<file path="src/rtl/snac_pkg.sv">
// Shared types and helpers for the SNAC serial controller reader.
package snac_pkg;

  // Frame sequencer states.
  typedef enum logic [2:0] {
    IDLE,
    LATCH,
    SHIFT_LO,
    SHIFT_HI,
    DONE
  } state_e;

  // Location of one serial bit inside the per-player button words.
  typedef struct packed {
    int player;
    int bit_pos;
  } bit_loc_t;

  // Number of serial bits clocked out of the whole controller chain per frame.
  function automatic int total_bits(input int players, input int bits);
    return players * bits;
  endfunction

  // Map serial bit k to {player, bit}. Player-major sends all bits of player 0
  // first; interleaved sends bit 0 of every player, then bit 1, and so on.
  function automatic bit_loc_t map_bit(input int k, input logic interleave,
                                       input int players, input int bits);
    bit_loc_t loc;
    if (interleave) begin
      loc.player  = k % players;
      loc.bit_pos = k / players;
    end else begin
      loc.player  = k / bits;
      loc.bit_pos = k % bits;
    end
    return loc;
  endfunction

endpackage

</file>
<file path="src/rtl/snac_sync2.sv">
// Two-flop synchronizer for the asynchronous controller data line.
module snac_sync2 (
  input  logic clk,
  input  logic rst_n,
  input  logic d,
  output logic q
);

  logic meta_q;
  logic sync_q;

  // Two back-to-back flops give the first stage a full cycle to settle.
  always_ff @(posedge clk or negedge rst_n) begin
    if (!rst_n) begin
      meta_q <= 1'b0;
      sync_q <= 1'b0;
    end else begin
      meta_q <= d;
      sync_q <= meta_q;
    end
  end

  assign q = sync_q;

endmodule

</file>
<file path="src/rtl/snac_serial_joy_reader.sv">
// Polls a chain of SNAC serial controllers: pulses LATCH, clocks out
// PLAYERS*BITS bits, and publishes per-player button words and presence flags.
module snac_serial_joy_reader
  import snac_pkg::*;
#(
  parameter int PLAYERS         = 2,
  parameter int BITS            = 16,
  parameter int DIV             = 64,
  parameter int GAP             = 4096,
  parameter bit DATA_ACTIVE_LOW = 1'b1,
  parameter bit ABSENT_LEVEL    = 1'b1
) (
  input  logic                    clk_sys,
  input  logic                    reset_l_main,
  input  logic                    enable,
  input  logic                    interleave,
  input  logic                    joy_data,
  output logic                    joy_latch,
  output logic                    joy_clk,
  output logic [PLAYERS*BITS-1:0] joy_flat,
  output logic [PLAYERS-1:0]      joy_present,
  output logic                    joy_valid
);

  localparam int TOTAL = total_bits(PLAYERS, BITS);
  localparam int HC_W  = (DIV   > 1) ? $clog2(DIV)   : 1;
  localparam int IDX_W = (TOTAL > 1) ? $clog2(TOTAL) : 1;
  localparam int GC_W  = (GAP   > 1) ? $clog2(GAP)   : 1;
  localparam int PW    = (PLAYERS > 1) ? $clog2(PLAYERS) : 1;
  localparam int BW    = (BITS    > 1) ? $clog2(BITS)    : 1;

  localparam logic [HC_W-1:0]  HC_LAST  = HC_W'(DIV - 1);
  localparam logic [IDX_W-1:0] IDX_LAST = IDX_W'(TOTAL - 1);
  localparam logic [GC_W-1:0]  GC_LAST  = GC_W'(GAP - 1);

  // Synchronized serial data.
  logic data_s;

  snac_sync2 u_sync (
    .clk   (clk_sys),
    .rst_n (reset_l_main),
    .d     (joy_data),
    .q     (data_s)
  );

  // Sequencer state and datapath registers.
  state_e                    state_q,   state_d;
  logic [HC_W-1:0]           hc_q,      hc_d;
  logic [IDX_W-1:0]          idx_q,     idx_d;
  logic [GC_W-1:0]           gc_q,      gc_d;
  logic                      il_q,      il_d;
  logic [TOTAL-1:0]          raw_q,     raw_d;
  logic                      latch_q,   latch_d;
  logic                      clk_q,     clk_d;
  logic [PLAYERS*BITS-1:0]   flat_q,    flat_d;
  logic [PLAYERS-1:0]        present_q, present_d;
  logic                      valid_q,   valid_d;

  // Decoded frame contents.
  logic [BITS-1:0]         word_pm  [PLAYERS];
  logic [BITS-1:0]         word_il  [PLAYERS];
  logic [BITS-1:0]         word_sel [PLAYERS];
  logic [PLAYERS*BITS-1:0] flat_calc;
  logic [PLAYERS-1:0]      present_calc;
  bit_loc_t                loc_pm;
  bit_loc_t                loc_il;

  // Scatter the raw serial bits into per-player words for both bit orders.
  always_comb begin
    for (int p = 0; p < PLAYERS; p++) begin
      word_pm[p] = '0;
      word_il[p] = '0;
    end
    loc_pm = '0;
    loc_il = '0;
    for (int k = 0; k < TOTAL; k++) begin
      loc_pm = map_bit(k, 1'b0, PLAYERS, BITS);
      loc_il = map_bit(k, 1'b1, PLAYERS, BITS);
      word_pm[PW'(loc_pm.player)][BW'(loc_pm.bit_pos)] = raw_q[k];
      word_il[PW'(loc_il.player)][BW'(loc_il.bit_pos)] = raw_q[k];
    end
  end

  // Pick the order captured at frame start, detect absent players, normalise polarity.
  always_comb begin
    flat_calc    = '0;
    present_calc = '0;
    for (int p = 0; p < PLAYERS; p++) begin
      word_sel[p]     = il_q ? word_il[p] : word_pm[p];
      present_calc[p] = (word_sel[p] != {BITS{ABSENT_LEVEL}});
      if (present_calc[p]) begin
        flat_calc[p*BITS +: BITS] = word_sel[p] ^ {BITS{DATA_ACTIVE_LOW}};
      end
    end
  end

  // Next-state logic for the frame sequencer; enable low aborts any frame.
  always_comb begin
    // NOTE: every _d signal takes its held value first, so no branch can infer a latch.
    state_d   = state_q;
    hc_d      = hc_q;
    idx_d     = idx_q;
    gc_d      = gc_q;
    il_d      = il_q;
    raw_d     = raw_q;
    flat_d    = flat_q;
    present_d = present_q;
    valid_d   = 1'b0;

    if (!enable) begin
      state_d = IDLE;
      hc_d    = '0;
      idx_d   = '0;
      gc_d    = '0;
    end else begin
      unique case (state_q)
        IDLE: begin
          if (gc_q == GC_LAST) begin
            gc_d    = '0;
            hc_d    = '0;
            il_d    = interleave;
            state_d = LATCH;
          end else begin
            gc_d = gc_q + 1'b1;
          end
        end
        LATCH: begin
          if (hc_q == HC_LAST) begin
            hc_d    = '0;
            idx_d   = '0;
            state_d = SHIFT_LO;
          end else begin
            hc_d = hc_q + 1'b1;
          end
        end
        SHIFT_LO: begin
          if (hc_q == HC_LAST) begin
            hc_d         = '0;
            raw_d[idx_q] = data_s;
            state_d      = SHIFT_HI;
          end else begin
            hc_d = hc_q + 1'b1;
          end
        end
        SHIFT_HI: begin
          if (hc_q == HC_LAST) begin
            hc_d = '0;
            if (idx_q == IDX_LAST) begin
              state_d = DONE;
            end else begin
              idx_d   = idx_q + 1'b1;
              state_d = SHIFT_LO;
            end
          end else begin
            hc_d = hc_q + 1'b1;
          end
        end
        DONE: begin
          flat_d    = flat_calc;
          present_d = present_calc;
          valid_d   = 1'b1;
          state_d   = IDLE;
        end
        default: state_d = IDLE;
      endcase
    end
  end

  // Wire outputs follow the next state so they come straight from flops.
  always_comb begin
    latch_d = (state_d == LATCH);
    clk_d   = (state_d == SHIFT_HI);
  end

  // State, counters, shift register and registered outputs.
  always_ff @(posedge clk_sys or negedge reset_l_main) begin
    if (!reset_l_main) begin
      state_q   <= IDLE;
      hc_q      <= '0;
      idx_q     <= '0;
      gc_q      <= '0;
      il_q      <= 1'b0;
      raw_q     <= '0;
      latch_q   <= 1'b0;
      clk_q     <= 1'b0;
      flat_q    <= '0;
      present_q <= '0;
      valid_q   <= 1'b0;
    end else begin
      // NOTE: clocked state uses non-blocking assignments so all flops update together.
      state_q   <= state_d;
      hc_q      <= hc_d;
      idx_q     <= idx_d;
      gc_q      <= gc_d;
      il_q      <= il_d;
      raw_q     <= raw_d;
      latch_q   <= latch_d;
      clk_q     <= clk_d;
      flat_q    <= flat_d;
      present_q <= present_d;
      valid_q   <= valid_d;
    end
  end

  assign joy_latch   = latch_q;
  assign joy_clk     = clk_q;
  assign joy_flat    = flat_q;
  assign joy_present = present_q;
  assign joy_valid   = valid_q;

endmodule

</file>
<file path="config.mk">
export PLATFORM = sky130hd
export DESIGN_NAME = snac_serial_joy_reader
export DESIGN_NICKNAME = d
export VERILOG_FILES = /design/src/rtl/snac_pkg.sv /design/src/rtl/snac_sync2.sv /design/src/rtl/snac_serial_joy_reader.sv
export SDC_FILE = /design/constraint.sdc
export NUM_CORES = 1
export LEC_CHECK = 0
export ABC_CLOCK_PERIOD_IN_PS = 2400
export CAP_MARGIN = 20
export CORE_MARGIN = 2
export CORE_UTILIZATION = 54
export CTS_CLUSTER_SIZE = 30
export DETAILED_ROUTE_END_ITERATION = 7
export PLACE_DENSITY = 0.85
export SKIP_LAST_GASP = 1
export SYNTH_ARGS = -nofsm -noshare
export SYNTH_HDL_FRONTEND = slang
export SYNTH_SLANG_ARGS = --single-unit
</file>
<file path="constraint.sdc">
create_clock -name clk_sys -period 2.4 [get_ports clk_sys]
set_input_delay 0.48 -clock clk_sys [delete_from_list [all_inputs] [get_ports clk_sys]]
set_output_delay 0.48 -clock clk_sys [all_outputs]
set_load 0.02 [all_outputs]
</file>
; ---- Word level (Yosys, flattened, before mapping)
; Index checks and enable logic that the tools add are counted.
[word_totals]
elab_cells = 70
register_bits = 83
in_bits = 5
output_inout_bits = 37
[classes]
addsub = 3
muxes = 26
eq_ne = 17
n_bitwise = 1
n_lt_le_gt_ge = 2
n_reduce_logical = 8
[ops]
columns = cell, n
row1 = two-way mux 12 bit, 3
row2 = bitwise mux 32 bit, 1
row3 = two-way mux 5 bit, 4
row4 = two-way mux 3 bit, 6
row5 = two-way mux 6 bit, 3
row6 = two-way mux 16 bit, 1
row7 = "inequality test 8 x 16 -> 1 bit, second input constant", 1
row8 = inverter 8 -> 16 bit, 1
row9 = "adder 12 x 1 -> 12 bit, second input constant", 1
row10 = "equality test 12 bit, second input constant", 1
row11 = "inequality test 3 bit, second input constant", 4
row12 = case mux 3 bit (4 select lines), 1
row13 = case mux 6 bit (2 select lines), 1
row14 = case mux 5 bit (2 select lines), 1
row15 = "equality test 3 x 2 -> 1 bit, second input constant", 3
row16 = two-way mux 8 bit, 1
row17 = "adder 6 x 1 -> 6 bit, second input constant", 1
row18 = "equality test 3 x 1 -> 1 bit, second input constant", 2
row19 = "equality test 6 bit, second input constant", 1
row20 = "< comparator 5 x 6 -> 1 bit, second input constant", 1
row21 = AND reduction 3 bit, 2
row22 = "adder 5 x 1 -> 5 bit, second input constant", 1
row23 = demux 1 bit (select 5 bit), 1
row24 = "equality test 5 bit, second input constant", 1
row25 = other kinds (11), 14

; ---- Logic depth before layout (Yosys ltp)
[depth]
ltp_word = 6
depth_mapped = 8
depth_no_buf = 7

; ---- Modules after synthesis
; From an unflattened synthesis, not the netlist that was laid out.
[hier_totals]
hier_cells = 272
hier_area_um2 = 2820.2
[modules_own_cells]
columns = mod, seq_area_each_um2, cells_per_inst, area_each_um2, instances
row1 = snac_serial_joy_reader, 1276.2, 270, 2770.2, 1
row2 = snac_sync2, 50.0, 2, 50.0, 1

; ---- Worst setup path after synthesis
; OpenSTA, ideal clock, no wires.
[synth_path]
path_type = flip-flop to flip-flop
startpoint = reg hc_q[0]
endpoint = reg raw_q[0]
setup_ns = 0.125
path_slack_ns = 0.544
path_buffers = 3
required_ns = 2.275
stages_incl_launch_ff = 9
arrival_ns = 1.731
synth_period_minus_slack_ns = 1.856
cell_sequence = dfrtp_1 ha_1 and3_1 buf_2 and2_0 buf_2 buf_4 nand4_1 mux2_2
[synth_via]
elab_chain_cells = 2
[synth_rtl]
columns = element, line
row1 = "start, declared", snac_serial_joy_reader.sv:48  ; logic [HC_W-1:0] hc_q, hc_d;
row2 = "start signal, assigned", snac_serial_joy_reader.sv:179  ; hc_q <= '0;
row3 = "start signal, assigned", snac_serial_joy_reader.sv:192  ; hc_q <= hc_d;
row4 = equality test 6 bit, snac_serial_joy_reader.sv:137  ; if (hc_q == HC_LAST) begin
row5 = AND reduction 3 bit (no line), --
row6 = "end signal, assigned", snac_serial_joy_reader.sv:196  ; raw_q <= raw_d;
row7 = "end, declared", snac_serial_joy_reader.sv:52  ; logic [TOTAL-1:0] raw_q, raw_d;
; Every way passes these cells.
; A chain may end at the register's enable or synchronous reset.

==> impl_results.md <==
* Status: complete, no violations
* Core area at ~5200 um^2
* Pre-CTS setup slack at ~0.26 ns
* TNS Setup at 0 ns
* Power, Total at ~0.0016 W
* Hpwl dp at about 3700 um
* CP Class: flop to output pin
* CP Capture Type: output pin
* Slew @ Worst Pin at ~0.7 ns
* Die width at 77.5 um
* FF+latch count, synth at between 50 and 60
* GP Congestion at between 0.8 and 0.9
* Vias in the first global route at 2094
* F_max at 0.441 GHz
* Height of the chip at between 70 and 80 um
* CP Capture Point: joy_flat[25]
* Asr flop ratio synth at 1.00
* Post-Synthesis Cells at slightly below 300
* P_int at approximately 0.0013 W
* Crit path max-delay cell type: dfrtp_1
* Largest buffer count on any clock path at 2
* Clock power frac at 0.390
* Vias per inst at about 5.6
* Seq. cell area at 1330 um^2
* Fin Clk Skew at about 0.0069 ns
* DR DRC count at 0
* Yosys warns at 0
* FF-to-FF path depth at 5
* Iteration-0 DRC Markers at 138
* Crit-path leading delay family: flip-flops
* Register-to-register setup slack at ~0.21 ns
* Worst r2r src: hc_q[0]
* Crit path from: joy_present[0]
* Sw frac at 0.205
* Final core utilization at 0.642
* Final max-slew violation count at 0
* Worst slew margin at 0.526
* Unrepaired setup endpoints after global routing: false
* Initial antenna violation count at 0
* Boundary Pins at 42
* Crit path depth at 1
* Clk slew on worst S/H paths at roughly 0.090 ns
* # port buffers at 41
* Final wirelength at approximately 5300 um
* Clk sinks at between 50 and 60
* Setup crit start kind: flop
* # nets final at ~320
* Area of the multi-input gates at ~1300 um^2
* Worst-path maximum fanout at 27
* Post-synthesis cell type count at between 40 and 50
* Number of max-cap violations at 0
* Area Overhead vs Synth at 13.8%
* CTS H-tree lvls at 2
* Combinational share of power at 0.035
* Row count at 26
* Final Hold Fails at 0
* CTS Root Buffer Type: clkbuf_8
* Max IR drop VDD at 0.000234 V
* Seq/Total Area, Yosys at 0.454
* Grt ovf at 0
* Slowest stage delay, CP at around 0.75 ns
* Detailed Routing Iterations Pass 1 at 4
* Routed via count at between 2000 and 2500
* WP data arrival at about 1.8 ns
* Critical path cell sequence: clkdlybuf4s50_1
* Num CTS Buffers at 5
* Die area at 6010 um^2
* Post-route setup slack at approximately 0.13 ns
* Fillers at between 300 and 400
* Ant. Diodes at 0
* CP bufs+invs at 1
* Setup-failing EPs final at 0
* Final period utilization at 0.945
* Fin crit period at around 2.3 ns
* Maximum number of pins on one net before global-route repair at 54
* Reg power frac at 0.574
* Number of synthesized flops with an enable pin at 0
* Later-pin clock latency in the skew report at ~0.3 ns
* CP required at between 1.5 and 2 ns
* Post-CTS Setup Bufs at 0
* Pwr per Cell Area at around 480 nW/um^2
* Global-route wire length before repair at ~9400 um
* Leak at approximately 1.5 nW
* Fraction of layout cells with a size suffix above 1 at 0.128
* FF-to-FF End: raw_q[5]
* GRT Resource Usage Total at 0.193
* ANT nets after route at 0
* Min-delay worst type: input pin to async pin
* Wire length per cell at about 14 um
* Sw power at 0.000323 W
* CTS Hold Bufs at 0
* TritonCTS clock tree: done
* Post-synthesis cell area at 2920 um^2
* Post-cts gate resize count at 0
* Post-synth net total at 302
* Post-Syn Area per Cell at 10.1 um^2
* Starting density of the core at 0.564
* Ys flop type: dfrtp_1
-- state kept, by name, indices dropped and copies added (netlist names) --
name and cells:
gc_q 12, raw_q 12, joy_flat 8, hc_q 6
idx_q 5, state_q 3, il_q 1, joy_clk 1
joy_latch 1, joy_present 1, joy_valid 1, u_sync.meta_q 1
u_sync.q 1
-- per-layer routing --
metal	part of all wire	GRT usage
met1	0.46	0.257
met2	0.48	0.320
met3	0.039	0.0256
met4	0.015	0.0821
met5	0	0
-- stage by stage --
stage          cells  hold WS, ns  instance area [um^2]
2_1_floorplan    290        0.184                  2920
3_3_place_gp     367        0.335                  3210
3_5_place_dp     367        0.335                  3210
4_1_cts          375        0.311                  3320
5_1_grt          375        0.338                  3320
6_report         375        0.275                  3320
-- power groups by stage --
stage                     combinational (W)  clock [W]  sequential (W)
after global routing              0.0000646   0.000669        0.000910
after detailed placement          0.0000572          0        0.000926
after CTS                         0.0000574   0.000631        0.000908
final                             0.0000559   0.000617        0.000908
after global placement            0.0000553          0        0.000925
after floorplan                   0.0000280          0        0.000922
-- cells in the final DEF, fill, tap and decap left out, types with 2 or more instances in the layout --
master           count
or3_1                3
o21ai_0             15
nand3b_1             4
inv_1                8
clkbuf_8             6
a21boi_0             6
and2_1               4
or2_2                2
a32o_1               2
nor3_1               3
nand2b_1             3
nand3_1             15
a31oi_1              2
and3_1               7
ha_1                 7
nand2_1             23
mux2i_1              2
nor3b_1              2
nor2b_1              4
nand4_1             19
mux2_1               4
clkdlybuf4s50_1     40
xor2_1               7
buf_4                7
dfrtp_1             53
nor2_1              13
o22ai_1              3
xnor2_1              3
and2_0               2
mux2_2              18
-- how the worst min path moves through the flow --
stage | from | end | slack (ns) | depth (start not counted)
after CTS | reset_l_main | idx_q[4] | 0.31 | 2
after floorplan | reset_l_main | gc_q[0] | 0.18 | 0
final | reset_l_main | hc_q[0] | 0.27 | 2
after global placement | u_sync.meta_q | u_sync.q | 0.34 | 0
after global routing | reset_l_main | u_sync.q | 0.34 | 2
after detailed placement | u_sync.meta_q | u_sync.q | 0.33 | 0
-- cells in the mapped netlist, types with 4 or more instances --
cell type	instances	area share
dfrtp_1	53	0.45
buf_4	26	0.067
nand2_1	23	0.030
nand4_1	19	0.041
mux2_2	18	0.069
nand3_1	15	0.026
o21ai_0	15	0.026
nor2_1	13	0.017
clkbuf_1	8	0.010
inv_1	8	0.010
and3_1	7	0.015
ha_1	7	0.030
xor2_1	7	0.021
a21boi_0	6	0.015
buf_2	5	0.0086
and2_1	4	0.0086
mux2_1	4	0.015
nand3b_1	4	0.010
nor2b_1	4	0.0086
-- cell families (layout without fill, tap and decap cells) --
logic type | Yosys count | in the layout | synth area share
mux | 24 | 24 | 0.0917
fa+ha+maj | 7 | 7 | 0.0300
flops | 53 | 53 | 0.454
buf+inv | 49 | 64 | 0.0986
simple gates | 111 | 111 | 0.214
xor+xnor | 10 | 10 | 0.0300
compound gates | 36 | 36 | 0.0814
-- layout make-up --
cell class              instances  share of cell area
clock buffers                   7              0.0260
clock inverters                 1             0.00904
inverters                       8             0.00904
multi-input cells             188               0.393
flip-flops and latches         53               0.399
well taps                      70              0.0264
repair buffers                 48               0.138
Note: power is estimated with default switching activity, not from simulation.
